$ cat src/rtl/rv32i_types_pkg.sv
// Enums shared by the vector lane sequencer: functional-unit select and FSM states.
package rv32i_types_pkg;

  typedef enum logic [1:0] {
    FU_ALU  = 2'd0,
    FU_MUL  = 2'd1,
    FU_DIV  = 2'd2,
    FU_MASK = 2'd3
  } lane_fu_sel_t;

  typedef enum logic [2:0] {
    ST_IDLE   = 3'd0,
    ST_START  = 3'd1,
    ST_WAIT   = 3'd2,
    ST_COMMIT = 3'd3,
    ST_FIN    = 3'd4
  } lane_seq_state_t;

endpackage

$ cat src/rtl/vector_lane_fu_sequencer.sv
// Per-lane sequencer: walks this lane's elements of one vector instruction,
// pulses the selected FU start, waits for multi-cycle units and commits results.
module vector_lane_fu_sequencer
  import rv32i_types_pkg::*;
#(
  parameter int NUM_LANES = 2,
  parameter int LANE_ID   = 0,
  parameter int VLMAX     = 32,
  parameter int VLW       = 6
) (
  input  logic             CLK,
  input  logic             RST,
  input  logic             issue_valid,
  output logic             issue_ready,
  input  logic [1:0]       fu_sel,
  input  logic [VLW-1:0]   vl,
  input  logic             is_masked,
  input  logic [VLMAX-1:0] mask_bits,
  input  logic             done_mu,
  input  logic             done_du,
  input  logic             fu_exception,
  input  logic             stall_e_m,
  input  logic             flush,
  output logic             start_a,
  output logic             start_mu,
  output logic             start_div,
  output logic             start_ma,
  output logic [VLW-1:0]   offset,
  output logic             elem_wen,
  output logic             busy,
  output logic             next_busy,
  output logic             instr_done,
  output logic             exception
);

  localparam logic [VLW-1:0] LANE_IDX = VLW'(LANE_ID);
  localparam logic [VLW:0]   STRIDE   = (VLW+1)'(NUM_LANES);

  lane_seq_state_t  state_q, state_d;
  logic [VLW-1:0]   idx_q, idx_d;
  lane_fu_sel_t     fu_q;
  logic [VLW-1:0]   vl_q;
  logic             masked_q;
  logic [VLMAX-1:0] mask_q;

  logic             active;
  logic             abort;
  logic             issue_fire;
  logic             multi_cycle;
  logic [VLW:0]     next_idx;

  // Indices past VLMAX shift the probe bit out, so they read as masked-off.
  assign active      = !masked_q || |(mask_q & (VLMAX'(1) << idx_q));
  assign multi_cycle = (fu_q == FU_MUL) || (fu_q == FU_DIV);
  assign next_idx    = {1'b0, idx_q} + STRIDE;
  assign abort       = fu_exception &&
                       (state_q inside {ST_START, ST_WAIT, ST_COMMIT});
  assign issue_fire  = (state_q == ST_IDLE) && issue_valid && !flush;

  always_comb begin
    // NOTE: every output of this block gets a default first, so no path can
    // leave one unassigned and infer a latch.
    state_d    = state_q;
    idx_d      = idx_q;
    start_a    = 1'b0;
    start_mu   = 1'b0;
    start_div  = 1'b0;
    start_ma   = 1'b0;
    elem_wen   = 1'b0;
    instr_done = 1'b0;
    exception  = 1'b0;

    if (flush) begin
      state_d = ST_IDLE;
    end else if (abort) begin
      state_d   = ST_IDLE;
      exception = 1'b1;
    end else begin
      unique case (state_q)
        ST_IDLE: begin
          if (issue_valid) begin
            idx_d   = LANE_IDX;
            state_d = (LANE_IDX >= vl) ? ST_FIN : ST_START;
          end
        end
        ST_START: begin
          if (active) begin
            unique case (fu_q)
              FU_ALU:  start_a   = 1'b1;
              FU_MUL:  start_mu  = 1'b1;
              FU_DIV:  start_div = 1'b1;
              FU_MASK: start_ma  = 1'b1;
            endcase
          end
          state_d = (active && multi_cycle) ? ST_WAIT : ST_COMMIT;
        end
        ST_WAIT: begin
          if ((fu_q == FU_MUL && done_mu) || (fu_q == FU_DIV && done_du))
            state_d = ST_COMMIT;
        end
        ST_COMMIT: begin
          if (!stall_e_m) begin
            elem_wen = active;
            if (next_idx >= {1'b0, vl_q}) begin
              state_d = ST_FIN;
            end else begin
              idx_d   = next_idx[VLW-1:0];
              state_d = ST_START;
            end
          end
        end
        ST_FIN: begin
          instr_done = 1'b1;
          state_d    = ST_IDLE;
        end
        default: state_d = ST_IDLE;
      endcase
    end
  end

  always_ff @(posedge CLK) begin
    // NOTE: sequential state uses non-blocking assignments so every register
    // samples pre-edge values regardless of statement order.
    if (RST) begin
      state_q <= ST_IDLE;
      idx_q   <= LANE_IDX;
    end else begin
      state_q <= state_d;
      idx_q   <= idx_d;
    end
  end

  // NOTE: the instruction payload is not reset; it is always loaded at issue
  // before anything reads it, so a reset would only add fan-out.
  always_ff @(posedge CLK) begin
    if (issue_fire) begin
      fu_q     <= lane_fu_sel_t'(fu_sel);
      vl_q     <= vl;
      masked_q <= is_masked;
      mask_q   <= mask_bits;
    end
  end

  assign issue_ready = (state_q == ST_IDLE);
  assign busy        = (state_q != ST_IDLE);
  assign next_busy   = (state_d != ST_IDLE);
  assign offset      = idx_q;

endmodule

$ cat config.mk
export PLATFORM = sky130hd
export DESIGN_NAME = vector_lane_fu_sequencer
export DESIGN_NICKNAME = d
export VERILOG_FILES = /design/src/rtl/rv32i_types_pkg.sv /design/src/rtl/vector_lane_fu_sequencer.sv
export SDC_FILE = /design/constraint.sdc
export NUM_CORES = 1
export LEC_CHECK = 0
export BUFFER_PORTS_ARGS = -buffer_cell sky130_fd_sc_hd__buf_2
export CAP_MARGIN = 0
export CORE_ASPECT_RATIO = 0.8
export CORE_MARGIN = 4
export CORE_UTILIZATION = 50
export CTS_CLUSTER_SIZE = 12
export DETAILED_ROUTE_END_ITERATION = 10
export HOLD_SLACK_MARGIN = 0.03
export PLACE_DENSITY_LB_ADDON = 0.12
export SLEW_MARGIN = 20
export SYNTH_ARGS = -nofsm -noshare
export SYNTH_HDL_FRONTEND = slang
export SYNTH_SLANG_ARGS = --single-unit
$ cat constraint.sdc
create_clock -name CLK -period 5.5 [get_ports CLK]
set_clock_uncertainty 0.15 [all_clocks]
set_input_delay 0.275 -clock CLK [delete_from_list [all_inputs] [get_ports CLK]]
set_output_delay 0.275 -clock CLK [all_outputs]
set_load 0.01 [all_outputs]
==> results of run 1 <==
## power by group through the flow
| stage | logic (mW) | registers, mW | clock network, mW |
|---|---|---|---|
| finish | 0.0589 | 0.284 | 0.172 |
| global route | 0.0655 | 0.284 | 0.191 |
| CTS | 0.0576 | 0.284 | 0.173 |
| detailed placement | 0.0439 | 0.289 | 0 |
| global placement | 0.0418 | 0.289 | 0 |
| floorplan | 0.0245 | 0.288 | 0 |
## worst register-to-register path, stage by stage (launching register included)
cell      delay [ns]
dfxtp_1         0.48
ha_1            0.28
nand3_1         0.10
or2_2           0.32
nand2_1         0.09
ha_1            0.26
a211oi_1        0.24
nand2_1         0.10
or4b_1          0.60
a21oi_1         0.40
o32ai_1         0.15
## path summary, 6_finish.rpt
path | startpoint | to | slack, ns | depth (start not counted)
min reg2reg | offset[5] | offset[5] | 0.42 | 2
min | RST | state_q[0] | 0.17 | 2
max reg2reg | offset[1] | offset[4] | 2.21 | 10
max | offset[1] | next_busy | 1.64 | 11
## layout make-up
class / count / area, um2 / share of cell area
well taps: 40 / 50.05 / 0.02133
multi-input cells: 99 / 774.5 / 0.3301
inverters: 12 / 45.04 / 0.01920
repair buffers: 72 / 485.5 / 0.2069
clock buffers: 8 / 80.08 / 0.03413
flip-flops and latches: 33 / 910.9 / 0.3883
## routing by layer
| metal | vias to the layer above | global-route usage | routed length, um |
|---|---|---|---|
| met5 | - | 0 | 0 |
| met4 | 0 | 0.06853 | 58 |
| met3 | 7 | 0.07504 | 373 |
| met2 | 56 | 0.3204 | 1875 |
| met1 | 669 | 0.2555 | 1747 |
| li1 | 718 | - | - |
## kinds of logic (layout without fill, tap and decap cells)
kind of cell    Yosys count  after routing  synth area share
flops                    33             33            0.5170
xor+xnor                  1              1          0.004972
buf+inv                  17             92           0.04758
fa+ha+maj                14             14           0.09943
other cells               1              1          0.002129
mux                       2              2           0.01420
simple gates             54             54            0.1875
compound gates           27             27            0.1271
## sequential cells by signal, indices dropped and copies added (netlist names)
register / count
mask_q: 16
vl_q: 6
offset: 5
state_q: 3
fu_q: 2
masked_q: 1
## cells in the final DEF (no fill, tap or decap), types with 2 or more instances in the layout
master         instances
nor3b_1                3
inv_1                 12
a21oi_1                5
buf_2                 47
nor3_1                 3
clkbuf_1               3
dlygate4sd3_1         25
or2_2                  2
nor4b_1                2
dfxtp_1                8
a22oi_1                4
o21a_1                 2
clkbuf_8               5
and3_1                 2
nand3b_1               3
edfxtp_1              25
a2111oi_2              2
nor2_1                 4
nand2b_1               4
and4_1                 3
ha_1                  14
o31ai_1                2
a222oi_1               2
o32ai_1                4
nand2_1               10
nand3_1                7
nor4_1                 3
==> impl_metrics.csv, run 1 <==
group,metric,value,unit
run_status,status,"finished, final reports clean",
sta,final-setup-viol-count,0,
cts,numCtsBuffers,5,
critical_path,critPathLaunchType,"register",
final_layout,diodes,0,
placed_design,preCtsSetupSlack,1.990,ns
cts,ctsHoldBuffers,25,
flow_run,max-cap-violations,0,
critical_path,cpPeakStageDelay,0.60,ns
cts,clockRootBuffer,"clkbuf_8",
sta,fmax,259.0,MHz
sta,rsz0062_at_grt,"false",
placed_design,gp_congestion,0.8485,
synth,yosysWarnings,0,
grt,grt_max_degree,26,
route,wire_per_inst,15.36,um
synth,async_flop_share,0,
placed_design,portBuffers,47,
sta,slew_headroom,0.5510,
power,p_clk_frac,0.335,
synth,synth.largest_area_cell,"edfxtp_1",
power,finalPower,514.7,uW
synth,synth_seq_cells,33,
floorplanning,fp.dieW,74.37,um
sta,holdWs,0.1706,ns
route,drt_iter0_markers,104,
placed_design,dp_cells,231,
synth,postSynthCellCount,149,
floorplanning,die_h,61.09,um
synth,yosysTopAreaCellShare,0.4261,
critical_path,cp.arrival,3.44,ns
final_layout,drive_gt1_frac,0.2723,
sta,worstMarginPinSlew,0.6719,ns
synth,synth_edf_count,25,
sta,fin_crit,3.860,ns
cts,cts_buffer_depth,2,
sta,fin_ws,1.640,ns
sta,fin_crit_sh,0.7019,
final_layout,final_area,2346,um2
power,p_int,400.0,uW
route,wl,4.055,mm
sta,slew_viol_final,0,
route,antenna_left,0,
synth,seq_area_frac_synth,0.5170,
grt,grt_pass1_wl,6.548,mm
placed_design,dp_hpwl,2.829,mm
grt,overflow,0,
cts,clk_latency,0.29,ns
critical_path,critical_path_class,"register to output port",
route,drc,0,
floorplanning,initial_core_util,0.5470,
worst_hold_path,hold_class,"input port to register",
critical_path,crit_chain,"ha_1 > nand3_1 > or2_2 > nand2_1 > ha_1 > a211oi_1 > nand2_1 > or4b_1 > and3_1 > a311oi_1 > buf_2",
power,p_leak,1.012,nW
synth,synthTopCellsByCount,"25 x edfxtp_1, 14 x ha_1, 12 x inv_1",
power,p_comb_frac,0.114,
grt,grt_pass1_vias,1381,
critical_path,critPathCaptureType,"output port",
synth,syn_area,1762,um2
cts,cts_tree,"done",
cts,cts_setup_buffers,0,
power,seqPwrFrac,0.551,
route,vias,1450,
route,firstDrtPassIters,4,
critical_path,cp_max_fo,8,
route,routed_via_density,5.492,
final_layout,fin_cells,264,
grt,antenna_found_initial,0,
placed_design,post_dp_cell_area,2011,um2
cts,cts.sinks,33,
synth,syn_area_per_cell,11.82,um2
floorplanning,coreArea,3221,um2
grt,grt_util_all_layers,0.2011,
cts,post_cts_resized,0,
synth,synth.area.top_cells,"edfxtp_1 43%, ha_1 9.9%, dfxtp_1 9.1%, inv_1 2.6%, nand2_1 2.1%",
sta,hold_viol,0,
power,switching_share,0.2229,
power,vdd_ir_drop_max,191.1,uV
synth,synth_fp_nets,212,
critical_path,slowest_stage,"or4b_1",
critical_path,path_delay_family,"simple AND/OR/NAND/NOR gates",
power,power.density,219.4,nW/um2
synth,ys_types,44,
floorplanning,ios,65,
floorplanning,row_count,18,
synth,yosysMostFrequentCell,"edfxtp_1",
synth,synthFlopType,"edfxtp_1",
floorplanning,die_area,4543,um2
power,power.switching,114.7,uW
final_layout,area_growth,33.17,%
final_layout,nNetsFinal,286,
critical_path,critical_path_required,5.08,ns
cts,cts.reportedPaths.clkPinSlew,0.06,ns
sta,finalSetupTns,0,ns
final_layout,fillers,238,
final_layout,finish.utilization,0.7284,
critical_path,path_buf_inv,1,
cts,cts_htree_levels,2,
No activity file was read; power rests on OpenSTA's default activity.
==> inputs of run 2 (changes only) <==
Settings changed: CORE_UTILIZATION 50 to 48.
Clock period 5.5 ns to 3.9 ns, I/O delays scaled along.
==> run 2 against run 1 <==
Net effect:
- clock power up 44%
- utilization shrank 4.9 points
- design area rose by 0.53%
- critical path depth unchanged
- sequential power up 41%
- via count grew 1.9%
- critical path type unchanged
- critical endpoint unchanged
- largest cell class unchanged
- largest power group unchanged
- highest routed layer unchanged
==> impl_metrics.csv, run 2 (synthesized netlist as in run 1, its figures left out) <==
group,metric,value,unit
route,wl,4.248,mm
sta,fmax,271.5,MHz
route,antenna_left,0,
final_layout,drive_gt1_frac,0.2933,
floorplanning,row_count,19,
final_layout,largest_reg_flops,16,
placed_design,portBuffers,47,
cts,numCtsBuffers,5,
sta,fin_crit_sh,0.9443,
final_layout,fillers,265,
grt,grt_pass1_wl,6.913,mm
cts,clockRootBuffer,"clkbuf_8",
final_layout,multi_input_area,769.5,um2
sta,slew_viol_final,0,
final_layout,diodes,0,
final_layout,layout_commonest_cell,"buf_2",
floorplanning,initial_core_util,0.5076,
floorplanning,fp.dieW,75.73,um
power,finalPower,732.3,uW
final_layout,nNetsFinal,287,
critical_path,critical_path_required,3.56,ns
sta,finalSetupTns,0,ns
floorplanning,die_h,62.19,um
critical_path,reg2reg_slack,0.58,ns
worst_hold_path,hold_class,"input port to register",
final_layout,area_growth,33.88,%
floorplanning,die_area,4709,um2
power,vdd_ir_drop_max,274.0,uV
route,routed_via_density,5.536,
sta,hold_viol,0,
cts,cts.reportedPaths.clkPinSlew,0.07,ns
route,drt_iter0_markers,129,
cts,clk_latency,0.28,ns
power,p_leak,1.021,nW
cts,cts.sinks,33,
cts,cts_htree_levels,2,
final_layout,top_register,"mask_q",
critical_path,critPathLaunchType,"register",
route,vias,1478,
route,firstDrtPassIters,4,
floorplanning,coreArea,3471,um2
sta,final-setup-viol-count,0,
sta,slew_headroom,0.6473,
grt,grt_util_all_layers,0.1918,
grt,grt_pass1_vias,1500,
power,power.density,310.5,nW/um2
final_layout,regArea,912.1,um2
critical_path,cp_max_fo,7,
grt,overflow,0,
final_layout,final_cell_mix,"47 x buf_2, 25 x edfxtp_1, 25 x dlygate4sd3_1",
critical_path,critPathCaptureType,"output port",
placed_design,dp_hpwl,2.921,mm
critical_path,critical_path_class,"register to output port",
cts,cts_setup_buffers,0,
final_layout,final_area,2359,um2
placed_design,post_dp_cell_area,2021,um2
grt,grt_max_degree,26,
route,drc,0,
sta,worstMarginPinSlew,0.5279,ns
sta,fin_crit,3.683,ns
run_status,status,"finished, final reports clean",
route,wire_per_inst,15.91,um
placed_design,gp_congestion,0.8872,
critical_path,cp.arrival,3.34,ns
floorplanning,ios,65,
cts,cts_tree,"done",
sta,rsz0062_at_grt,"false",
cts,cts_buffer_depth,2,
flow_run,max-cap-violations,0,
grt,antenna_found_initial,0,
## run 2: cell count changes in the layout (fill, tap and decap cells not counted), sizes merged
| cell | previous run | this run |
|---|---|---|
| clkinv | 0 | 2 |
| clkbuf | 8 | 5 |
| clkinvlp | 0 | 1 |
| buf | 47 | 48 |
## run 2: what timing repair did
action,in CTS,in global routing
endpoints found under the setup margin,0,1
hold endpoints to repair,25,0
hold buffers,25,0
gates resized for setup,0,1
## run 2: where the power goes
group          internal, mW  switching, mW
logic                0.0442         0.0400
clock network         0.123          0.125
registers             0.393        0.00644
total                 0.561          0.172
## run 2: path summary, 6_finish.rpt
kind / from / to / cells past startpoint
worst min register to register: offset[5] / offset[5] / 2
worst max-delay path: offset[2] / next_busy / 11
worst min-delay path: RST / state_q[0] / 2
worst max register to register: offset[2] / offset[4] / 10
## run 2: metrics by stage
stage / std cells / hold slack, ns / utilization / setup slack (ns)
2_1_floorplan: 149 / 0.1439 / - / 0.7258
3_3_place_gp: 234 / 0.2210 / 0.5822 / 0.5445
3_5_place_dp: 234 / 0.2231 / 0.5822 / 0.5047
4_1_cts: 267 / 0.1043 / 0.6792 / 0.1980
5_1_grt: 267 / 0.1472 / 0.6795 / 0.01519
6_report: 267 / 0.1242 / 0.6795 / 0.2173
## run 2: area by class of cell
class                   count  area share
clock buffers               5     0.02918
clock inverters             3    0.007427
inverters                  12     0.01910
multi-input cells          99      0.3263
flip-flops and latches     33      0.3867
well taps                  42     0.02228
repair buffers             73      0.2090
## run 2: per-layer routing
layer | up-vias | GRT usage | part of all wire
met2 | 52 | 0.2963 | 0.47
met4 | 0 | 0.06114 | 0.021
met3 | 10 | 0.05806 | 0.059
met5 | - | 0 | 0
li1 | 718 | - | -
met1 | 698 | 0.2546 | 0.45
## run 2: worst max-delay path, stage by stage (launching register included)
cell      delay (ns)
dfxtp_1         0.47
ha_1            0.28
nand3_1         0.11
or2_2           0.31
nand2_1         0.08
ha_1            0.24
a211oi_1        0.20
nand2_1         0.09
or4b_1          0.62
and3_1          0.24
a311oi_1        0.25
buf_2           0.17
